`src/rtl/boot_loader_pkg.sv`:
```
// boot_loader_pkg: shared types and constants for the boot loader.
// The FSM state encoding, the byte-lane index type and the number of bytes
// in a length header live here so the top and the byte packer agree on them.
package boot_loader_pkg;

  // FSM states; ST_ZERO is only reachable when zero fill is compiled in
  typedef enum logic [2:0] {
    ST_IDLE = 3'd0,
    ST_ZERO = 3'd1,
    ST_HDR  = 3'd2,
    ST_LOAD = 3'd3,
    ST_HOLD = 3'd4,
    ST_RUN  = 3'd5,
    ST_DONE = 3'd6,
    ST_ERR  = 3'd7
  } state_e;

  // Byte position inside a 32-bit little-endian word
  typedef logic [1:0] lane_t;

  // Bytes in the length header (and in every payload word)
  localparam int HDR_BYTES = 4;

  // Lane that completes a word
  localparam lane_t LAST_LANE = lane_t'(HDR_BYTES - 1);

  // busy covers every state that is actively loading or running the core
  function automatic logic is_busy_state(input logic [2:0] s);
    return !((s == ST_IDLE) || (s == ST_DONE) || (s == ST_ERR));
  endfunction

endpackage

```
`src/rtl/boot_loader_byte_packer.sv`:
```
// byte_packer: gathers four stream bytes little-endian (first byte lands in
// bits [7:0]) and presents the completed word together with a one-cycle
// word_valid strobe in the same cycle as the fourth byte handshake.
// Used for both the length header and the payload words.
module byte_packer
  import boot_loader_pkg::*;
(
  input  logic        clock,
  input  logic        reset,
  input  logic        fire,
  input  logic [7:0]  data,
  output logic [31:0] word,
  output logic        word_valid
);

  lane_t       lane;
  logic [23:0] low;

  // Lane counter and storage for the first three bytes of the word
  always_ff @(posedge clock or negedge reset) begin
    if (!reset) begin
      lane <= '0;
      low  <= '0;
    end else if (fire) begin
      // wraps from lane 3 back to lane 0, starting the next word
      lane <= lane + lane_t'(1);
      case (lane)
        2'd0:    low[7:0]   <= data;
        2'd1:    low[15:8]  <= data;
        2'd2:    low[23:16] <= data;
        default: ;
      endcase
    end
  end

  // The top byte comes straight from the stream so the word is ready on
  // the handshake of its last byte.
  assign word       = {data, low};
  assign word_valid = fire && (lane == LAST_LANE);

endmodule

```
`src/rtl/boot_loader.sv`:
```
// boot_loader: streams a length-prefixed little-endian image into the
// NPC unified memory, holds the core in reset while loading, releases it
// and flags the end of run when io_sync and io_simEnd coincide.
// Optional: define BOOT_LOADER_ZERO_FILL_EN to clear the whole memory
// (addresses 0..MEM_WORDS-1) before the header is accepted.
module boot_loader
  import boot_loader_pkg::*;
#(
  parameter int          ADDR_W     = 22,
  parameter int unsigned MEM_WORDS  = 4194304,
  parameter int          RST_CYCLES = 10
) (
  input  logic              clock,
  input  logic              reset,
  input  logic              start,
  input  logic              in_valid,
  output logic              in_ready,
  input  logic [7:0]        in_data,
  output logic              mem_wen,
  output logic [ADDR_W-1:0] mem_waddr,
  output logic [31:0]       mem_wdata,
  output logic              cpu_reset,
  input  logic              cpu_sync,
  input  logic              cpu_sim_end,
  output logic              busy,
  output logic              done,
  output logic              err
);

  localparam logic [2:0] S_IDLE = ST_IDLE;
  localparam logic [2:0] S_HDR  = ST_HDR;
  localparam logic [2:0] S_LOAD = ST_LOAD;
  localparam logic [2:0] S_HOLD = ST_HOLD;
  localparam logic [2:0] S_RUN  = ST_RUN;
  localparam logic [2:0] S_DONE = ST_DONE;
  localparam logic [2:0] S_ERR  = ST_ERR;

`ifdef BOOT_LOADER_ZERO_FILL_EN
  localparam logic [2:0]        S_ZERO    = ST_ZERO;
  localparam logic [2:0]        S_FIRST   = S_ZERO;
  localparam logic [ADDR_W-1:0] LAST_ADDR = ADDR_W'(MEM_WORDS - 1);
`else
  localparam logic [2:0]        S_FIRST   = S_HDR;
`endif

  // Hold counter counts RST_CYCLES-1 down to 0, one HOLD cycle per value
  localparam int               CNT_W     = (RST_CYCLES > 1) ? $clog2(RST_CYCLES) : 1;
  localparam logic [CNT_W-1:0] HOLD_LAST = CNT_W'(RST_CYCLES - 1);
  localparam logic [ADDR_W:0]  IDX_ONE   = (ADDR_W + 1)'(1);

  logic [2:0]       state;
  logic [2:0]       nxt;
  logic             fire;
  logic [31:0]      word;
  logic             word_valid;
  logic             len_over;
  logic             load_last;
  logic             last_wr;
  // One extra bit so a full-memory image reaches MEM_WORDS without wrapping
  logic [ADDR_W:0]  idx;
  logic [ADDR_W:0]  idx_inc;
  logic [ADDR_W:0]  len_q;
  logic [CNT_W-1:0] hold_cnt;

  assign fire      = in_valid && in_ready;
  assign idx_inc   = idx + IDX_ONE;
  assign len_over  = word > MEM_WORDS;
  // Last payload word is being handed to the write port this cycle
  assign load_last = (state == S_LOAD) && word_valid && (idx_inc == len_q);

  byte_packer u_packer (
    .clock      (clock),
    .reset      (reset),
    .fire       (fire),
    .data       (in_data),
    .word       (word),
    .word_valid (word_valid)
  );

  // Next-state decode
  always_comb begin
    nxt = state;
    case (state)
      S_IDLE: if (start) nxt = S_FIRST;
`ifdef BOOT_LOADER_ZERO_FILL_EN
      S_ZERO: if (mem_waddr == LAST_ADDR) nxt = S_HDR;
`endif
      S_HDR: begin
        if (word_valid) begin
          if (word == '0)    nxt = S_HOLD;
          else if (len_over) nxt = S_ERR;
          else               nxt = S_LOAD;
        end
      end
      // Stay in LOAD for the cycle the final write is on the port
      S_LOAD: if (last_wr) nxt = S_HOLD;
      S_HOLD: if (hold_cnt == '0) nxt = S_RUN;
      S_RUN:  if (cpu_sync && cpu_sim_end) nxt = S_DONE;
      default: nxt = state;
    endcase
  end

  // State register; DONE and ERR are only left through reset
  always_ff @(posedge clock or negedge reset) begin
    if (!reset) state <= S_IDLE;
    else        state <= nxt;
  end

  // Length capture, word index and the last-write marker
  always_ff @(posedge clock or negedge reset) begin
    if (!reset) begin
      len_q   <= '0;
      idx     <= '0;
      last_wr <= 1'b0;
    end else begin
      last_wr <= load_last;
      if ((state == S_HDR) && word_valid) begin
        len_q <= word[ADDR_W:0];
        idx   <= '0;
      end else if ((state == S_LOAD) && word_valid) begin
        idx <= idx_inc;
      end
    end
  end

  // Memory write port: payload words, plus the clearing sweep when enabled
  always_ff @(posedge clock or negedge reset) begin
    if (!reset) begin
      mem_wen   <= 1'b0;
      mem_waddr <= '0;
      mem_wdata <= '0;
    end else begin
      mem_wen <= 1'b0;
      if ((state == S_LOAD) && word_valid) begin
        mem_wen   <= 1'b1;
        mem_waddr <= idx[ADDR_W-1:0];
        mem_wdata <= word;
      end
`ifdef BOOT_LOADER_ZERO_FILL_EN
      else if (nxt == S_ZERO) begin
        mem_wen   <= 1'b1;
        mem_waddr <= (state == S_IDLE) ? '0 : mem_waddr + ADDR_W'(1);
        mem_wdata <= '0;
      end
`endif
    end
  end

  // Core reset hold counter, loaded on entry to HOLD
  always_ff @(posedge clock or negedge reset) begin
    if (!reset) begin
      hold_cnt <= '0;
    end else if ((nxt == S_HOLD) && (state != S_HOLD)) begin
      hold_cnt <= HOLD_LAST;
    end else if ((state == S_HOLD) && (hold_cnt != '0)) begin
      hold_cnt <= hold_cnt - CNT_W'(1);
    end
  end

  // Registered status outputs, decoded from the state being entered
  always_ff @(posedge clock or negedge reset) begin
    if (!reset) begin
      in_ready  <= 1'b0;
      cpu_reset <= 1'b1;
      busy      <= 1'b0;
      done      <= 1'b0;
      err       <= 1'b0;
    end else begin
      // Ready drops as the last word issues so no byte past len*4 is taken
      in_ready  <= ((nxt == S_HDR) || (nxt == S_LOAD)) && !load_last;
      cpu_reset <= (nxt != S_RUN);
      busy      <= is_busy_state(nxt);
      done      <= (nxt == S_DONE);
      err       <= (nxt == S_ERR);
    end
  end

endmodule
```
`config.mk`:
```
export PLATFORM = sky130hd
export DESIGN_NAME = boot_loader
export DESIGN_NICKNAME = d
export VERILOG_FILES = /design/src/rtl/boot_loader_pkg.sv /design/src/rtl/boot_loader_byte_packer.sv /design/src/rtl/boot_loader.sv
export SDC_FILE = /design/constraint.sdc
export NUM_CORES = 1
export LEC_CHECK = 0
export ABC_AREA = 1
export CORE_MARGIN = 2
export CORE_UTILIZATION = 45
export CTS_CLUSTER_SIZE = 25
export DETAILED_ROUTE_END_ITERATION = 7
export GPL_TIMING_DRIVEN = 0
export PLACE_DENSITY_LB_ADDON = 0.05
export REMOVE_ABC_BUFFERS = 1
export SLEW_MARGIN = 40
export SYNTH_ARGS = -nofsm -noshare
export SYNTH_HDL_FRONTEND = slang
export SYNTH_SLANG_ARGS = --single-unit
```
`constraint.sdc`:
```
create_clock -name clock -period 1.9 [get_ports clock]
set_input_delay 0.19 -clock clock [delete_from_list [all_inputs] [get_ports clock]]
set_output_delay 0.19 -clock clock [all_outputs]
set_load 0.1 [all_outputs]
```
-- Word level (Yosys, flattened, before mapping)
Cells that the tools add are included.
- input port bits: 14
- output and inout port bits: 60
- word-level logic and storage cells: 74
- memories kept: 0
- register bits: 140
- bits in latches: 0
- RAM bits: 0
- bits in read-only memories: 0
- multiplexer cells: 13
- $add $sub $neg: 3
- div/mod/pow operators: 0
- equality and inequality tests: 15
- order comparisons: 1
- reductions and logical operators: 25
- bitwise gates (word level): 0
- multiply operators: 0
- shift operators: 0
- operator list (operator ; count):
    $mux W23 ; 2
    $gt A32 B23 Y1 const B ; 1
    $logic_not A32 Y1 ; 1
    $add A23 B1 Y23 const B ; 1
    $eq A23 B23 Y1 ; 1
    $mux W3 ; 7
    $eq A3 B3 Y1 const B ; 5
    $pmux W3 S5 ; 1
    $eq A3 B2 Y1 const B ; 4
    $logic_and A1 B1 Y1 ; 9
    $mux W4 ; 2
    $logic_not A3 Y1 ; 2
    $ne A3 B3 Y1 const B ; 2
    $reduce_and A2 Y1 ; 3
    $eq A2 B2 Y1 const B ; 2
    $logic_not A4 Y1 ; 1
    $reduce_bool A2 Y1 ; 2
    $reduce_bool A4 Y1 ; 1
    $sub A4 B1 Y4 const B ; 1
    $logic_or A1 B1 Y1 ; 3
    $add A2 B1 Y2 const B ; 1
    $eq A2 B1 Y1 const B ; 1
    $logic_not A1 Y1 ; 2
    $logic_not A2 Y1 ; 1
    $mux W1 ; 1

-- Logic depth before layout (Yosys ltp)
- depth in word-level cells: 9
- gate-level depth with buffers: 16
- gate-level depth less buffers: 15

-- Hierarchy
Synthesis repeated with hierarchy kept, for this count alone.
- cell total of the unflattened synthesis: 877
- area total of the unflattened synthesis: 6875.3 µm²
- modules (own cells, without submodules) (module ; cells each ; seq. area each (µm²) ; instances ; area each (µm²)):
    boot_loader ; 748 ; 2854.0 ; 1 ; 5719.2
    byte_packer ; 129 ; 650.6 ; 1 ; 1156.1

-- Worst setup path after synthesis
No wires, ideal clock.
- kind: flip-flop to flip-flop
- start point: register in_ready
- end point: register mem_waddr[16]
- required time: 1.768 ns
- clock period less this slack: 2.232 ns
- library setup time: 0.132 ns
- buffers on the path: 2
- arrival time: 2.100 ns
- stages on the path, launching flop included: 10
- slack: -0.332 ns
- cell sequence: dfrtp_1 > nand2_1 > inv_1 > nand2_1 > nor2_1 > inv_1 > clkbuf_1 > clkbuf_1 > nand2_1 > o21ai_0
- longest elaborated chain between the ends: 3
- ends and longest elaborated chain (what ; RTL line ; source):
    start, declared ; boot_loader.sv:17 ; output logic in_ready,
    start signal, assigned ; boot_loader.sv:170 ; in_ready <= ((nxt == S_HDR) || (nxt == S_LOAD)) && !load_last;
    $logic_and A1 B1 Y1 ; boot_loader.sv:65 ; assign fire = in_valid && in_ready;
    $logic_and A1 B1 Y1 ; boot_loader_byte_packer.sv:39 ; assign word_valid = fire && (lane == LAST_LANE);
    $logic_and A1 B1 Y1 ; boot_loader.sv:134 ; if ((state == S_LOAD) && word_valid) begin
    end signal, assigned ; boot_loader.sv:136 ; mem_waddr <= idx[ADDR_W-1:0];
    end, declared ; boot_loader.sv:20 ; output logic [ADDR_W-1:0] mem_waddr,
No other way between the ends.
A chain may end at the register's enable or synchronous reset.

-- Final worst setup path
- start point: register idx[1]
- end point: register last_wr
- longest elaborated chain between the ends: 3
- ends and longest elaborated chain (what ; RTL line ; source):
    start, declared ; boot_loader.sv:60 ; logic [ADDR_W:0] idx;
    start signal, assigned ; boot_loader.sv:121 ; idx <= idx_inc;
    $add A23 B1 Y23 ; boot_loader.sv:66 ; assign idx_inc = idx + IDX_ONE;
    $eq A23 B23 Y1 ; boot_loader.sv:69 ; assign load_last = (state == S_LOAD) && word_valid && (idx_inc == len_q);
    $logic_and A1 B1 Y1 ; boot_loader.sv:69 ;
    named net load_last ; boot_loader.sv:57 ; logic load_last;
    end signal, assigned ; boot_loader.sv:116 ; last_wr <= load_last;
    end, declared ; boot_loader.sv:58 ; logic last_wr;
The timed path passes the listed nets, and every way through them passes these cells.

==> results.sh <==
export IMPL_synth_edff_count=0
export IMPL_final_seq_area_mm2=0.00351
export IMPL_drive_above_1_share=0.242
export IMPL_period_needed_ns=1.91
export IMPL_ys_ff_latch=140
export IMPL_dp_final_hpwl_um=12000
export IMPL_yosysSeqAreaShare=0.528
export IMPL_first_pass_iters=5
export IMPL_crit_arrival_ns=2.25
export IMPL_pre_cts_slack_ns=-0.971
export IMPL_finClkSkew_ns=0.00620
export IMPL_fmax_ghz=0.523
export IMPL_routedWlPerCell_um=16.0
export IMPL_power_leakage_nw=4.52
export IMPL_end_kind="register"
export IMPL_cts_sinks=140
export IMPL_critPathMaxStageDelay_ns=0.42
export IMPL_antenna_cells=0
export IMPL_status="finished, violations left"
export IMPL_synthTopCellsByArea="dfrtp_1 (52%), nand2_1 (14%), o21ai_0 (8.6%)"
export IMPL_synthDominantCellAreaShare=0.524
export IMPL_yosys_cell_types_count=30
export IMPL_fillers=1329
export IMPL_hold_violations=0
export IMPL_num_vias=5765
export IMPL_core_area_mm2=0.0145
export IMPL_rows=44
export IMPL_layout_nets=950
export IMPL_crit_path_cell_trace="ha_4 > buf_6 > inv_2 > nand2_2 > nand2_2 > nand2_1 > nand2_1 > inv_1 > nand2_1 > nor2_2 > nand3b_1 > nor2_1 > nand3_1 > nor2_1 > nand3_1 > nor2_2"
export IMPL_hp_class="in -> async"
export IMPL_grt_antenna_before_repair=0
export IMPL_r2r_end="last_wr"
export IMPL_relSlewSlack=0.648
export IMPL_criticalPathCategory="reg -> reg"
export IMPL_regToRegStartpoint="idx[1]"
export IMPL_clkSlewWorstSetupHoldPaths_ns=0.06
export IMPL_via_per_inst=5.12
export IMPL_setup_viol=1
export IMPL_cp_max_fo=6
export IMPL_overflow=0
export IMPL_timing_hold_ws_ns=0.325
export IMPL_routed_wl_um=18000
export IMPL_finalMaxSlewViolations=0
export IMPL_setup_slack_ns=-0.0109
export IMPL_clockBufferDepth=2
export IMPL_fin_total_pwr_w=0.00633
export IMPL_antenna_left=0
export IMPL_reg2reg_depth=16
export IMPL_startpoint_type="register"
export IMPL_ctsRootBufferMaster="clkbuf_16"
export IMPL_drt_iter0_drc=506
export IMPL_die_area_mm2=0.0157
export IMPL_yosysMostFrequentCell="nand2_1"
export IMPL_async_flop_share=1.00
export IMPL_grt_pass1_vias=5616
export IMPL_multi_input_area_mm2=0.00301
export IMPL_yosys_area_top_type="dfrtp_1"
export IMPL_die_w_um=125
export IMPL_path_common_cell="nand2_1"
export IMPL_grt_max_degree=74
export IMPL_start_util=0.459
export IMPL_drc_errors=0
export IMPL_required_ns=2.24
export IMPL_tightest_slew_ns=0.528
export IMPL_yosys_top_cells_count="nand2_1 (254), dfrtp_1 (139), o21ai_0 (114)"
export IMPL_cts_tree="built"
export IMPL_violations="negative setup slack"
export IMPL_critPathSlowestCell="dfrtp_2"
export IMPL_syn_to_final_growth_pct=27.8
export IMPL_clkLatencyLatePin_ns=0.42
export IMPL_netlist_instances=828
export IMPL_die_height_um=125
export IMPL_grt_setup_unrepaired="true"
export IMPL_htree_levels=4
export IMPL_synth_ff_type="dfrtp_1"
export IMPL_power_density_mw_per_mm2=745
export IMPL_cap_violations=0
export IMPL_ys_warn_count=0
export IMPL_port_buffers=73
export IMPL_rrSetupSlack_ns=-0.01
export IMPL_grtUsageTotal=0.231
export IMPL_numCtsBuffers=17
export IMPL_io_pins=74
export IMPL_grt_pass1_wl_um=28600
export IMPL_fin_crit_sh=1.01
export IMPL_place_gp_congestion=0.880
export IMPL_avgSynthCellArea_um2=8.02
export IMPL_startpoint="idx[1]"
export IMPL_synth_area_mm2=0.00664
export IMPL_peakVddDrop_uv=526
-- repair_timing --
| item | 4_1_cts | 5_1_grt |
|---|---|---|
| cloned | 1 | 2 |
| buffers inserted | 16 | 14 |
| gates resized for setup | 49 | 58 |
| hold endpoints to repair | 66 | 0 |
| pin swaps | 10 | 32 |
| hold buffers | 1 | 0 |
| setup endpoints to repair | 81 | 47 |
-- report_power, final --
part / leakage, nW / internal, W / switching, W
Clock: 0.281 / 0.00201 / 0.00123
Combinational: 2.45 / 0.0000334 / 0.0000774
Sequential: 1.79 / 0.00298 / 0
Total: 4.52 / 0.00503 / 0.00130
-- routing by layer --
| layer | wire, um | global-route usage | up-vias | part of all wire |
|---|---|---|---|---|
| met1 | 8410 | 0.308 | 2722 | 0.47 |
| met3 | 496 | 0.0359 | 25 | 0.028 |
| met5 | 0 | 0 | - | 0 |
| met2 | 8680 | 0.369 | 130 | 0.48 |
| met4 | 419 | 0.112 | 0 | 0.023 |
| li1 | - | - | 2888 | - |
-- kinds of logic after synthesis --
logic type                 after synthesis  share of synthesized area
AOI/OAI and AO/OA                      140                      0.109
xor gates and xnor gates                 5                    0.00659
adders and majority gates                6                     0.0113
buffers and inverters                  120                     0.0697
DFF                                    140                      0.528
and+or+nand+nor                        417                      0.275
-- final cells by class --
cell class,instances,share of cell area
flip-flops and latches,140,0.414
multi-input cells,570,0.355
repair buffers,108,0.0954
clock buffers,22,0.0559
inverters,93,0.0420
well taps,184,0.0271
clock inverters,8,0.0109
-- stage by stage --
| stage | TNS [ns] | area (um2) | utilization | cells |
|---|---|---|---|---|
| after floorplan | -114.18 | 6530 | - | 801 |
| after global placement | -883.34 | 7490 | 0.517 | 1058 |
| after detailed placement | -56.85 | 7270 | 0.502 | 1061 |
| after CTS | 0 | 8150 | 0.563 | 1109 |
| after global routing | -0.323 | 8490 | 0.586 | 1125 |
| final | -0.0109 | 8490 | 0.586 | 1125 |
-- worst max-delay path, delay by kind of cell, from the launching register on --
family	cells	cell delay [ns]
flops	1	0.42
buf+inv	3	0.20
simple gates	12	1.04
fa+ha+maj	1	0.17
-- placed cells by master, fill, tap and decap left out, drive strengths merged, types with 2 or more instances in the layout --
cell / netlist / final
a21oi: 5 / 5
buf: 6 / 94
bufinv: 0 / 2
clkbuf: 21 / 23
clkdlybuf4s50: 0 / 12
clkinv: 0 / 5
dfrtp: 139 / 139
ha: 6 / 6
inv: 93 / 93
nand2: 261 / 263
nand3: 50 / 50
nand3b: 12 / 12
nand4: 19 / 19
nor2: 68 / 68
nor3: 4 / 4
o21ai: 118 / 118
o22ai: 15 / 15
xor2: 4 / 4
-- worst max path at each step --
stage	to	depth (start not counted)
2_1_floorplan	mem_waddr[10]	6
3_5_place_dp	in_ready	12
4_1_cts	last_wr	11
3_3_place_gp	hold_cnt[0]	1
5_1_grt	last_wr	11
6_report	last_wr	16
-- flip-flops by register name (all words and copies together), names as in the netlist --
name	count
u_packer.low	24
mem_wen	1
cpu_reset	1
idx	23
mem_wdata	32
done	1
u_packer.lane	2
busy	1
hold_cnt	4
last_wr	1
len_q	23
in_ready	1
state	3
mem_waddr	22
err	1
Power figures use the tool's default switching activity.
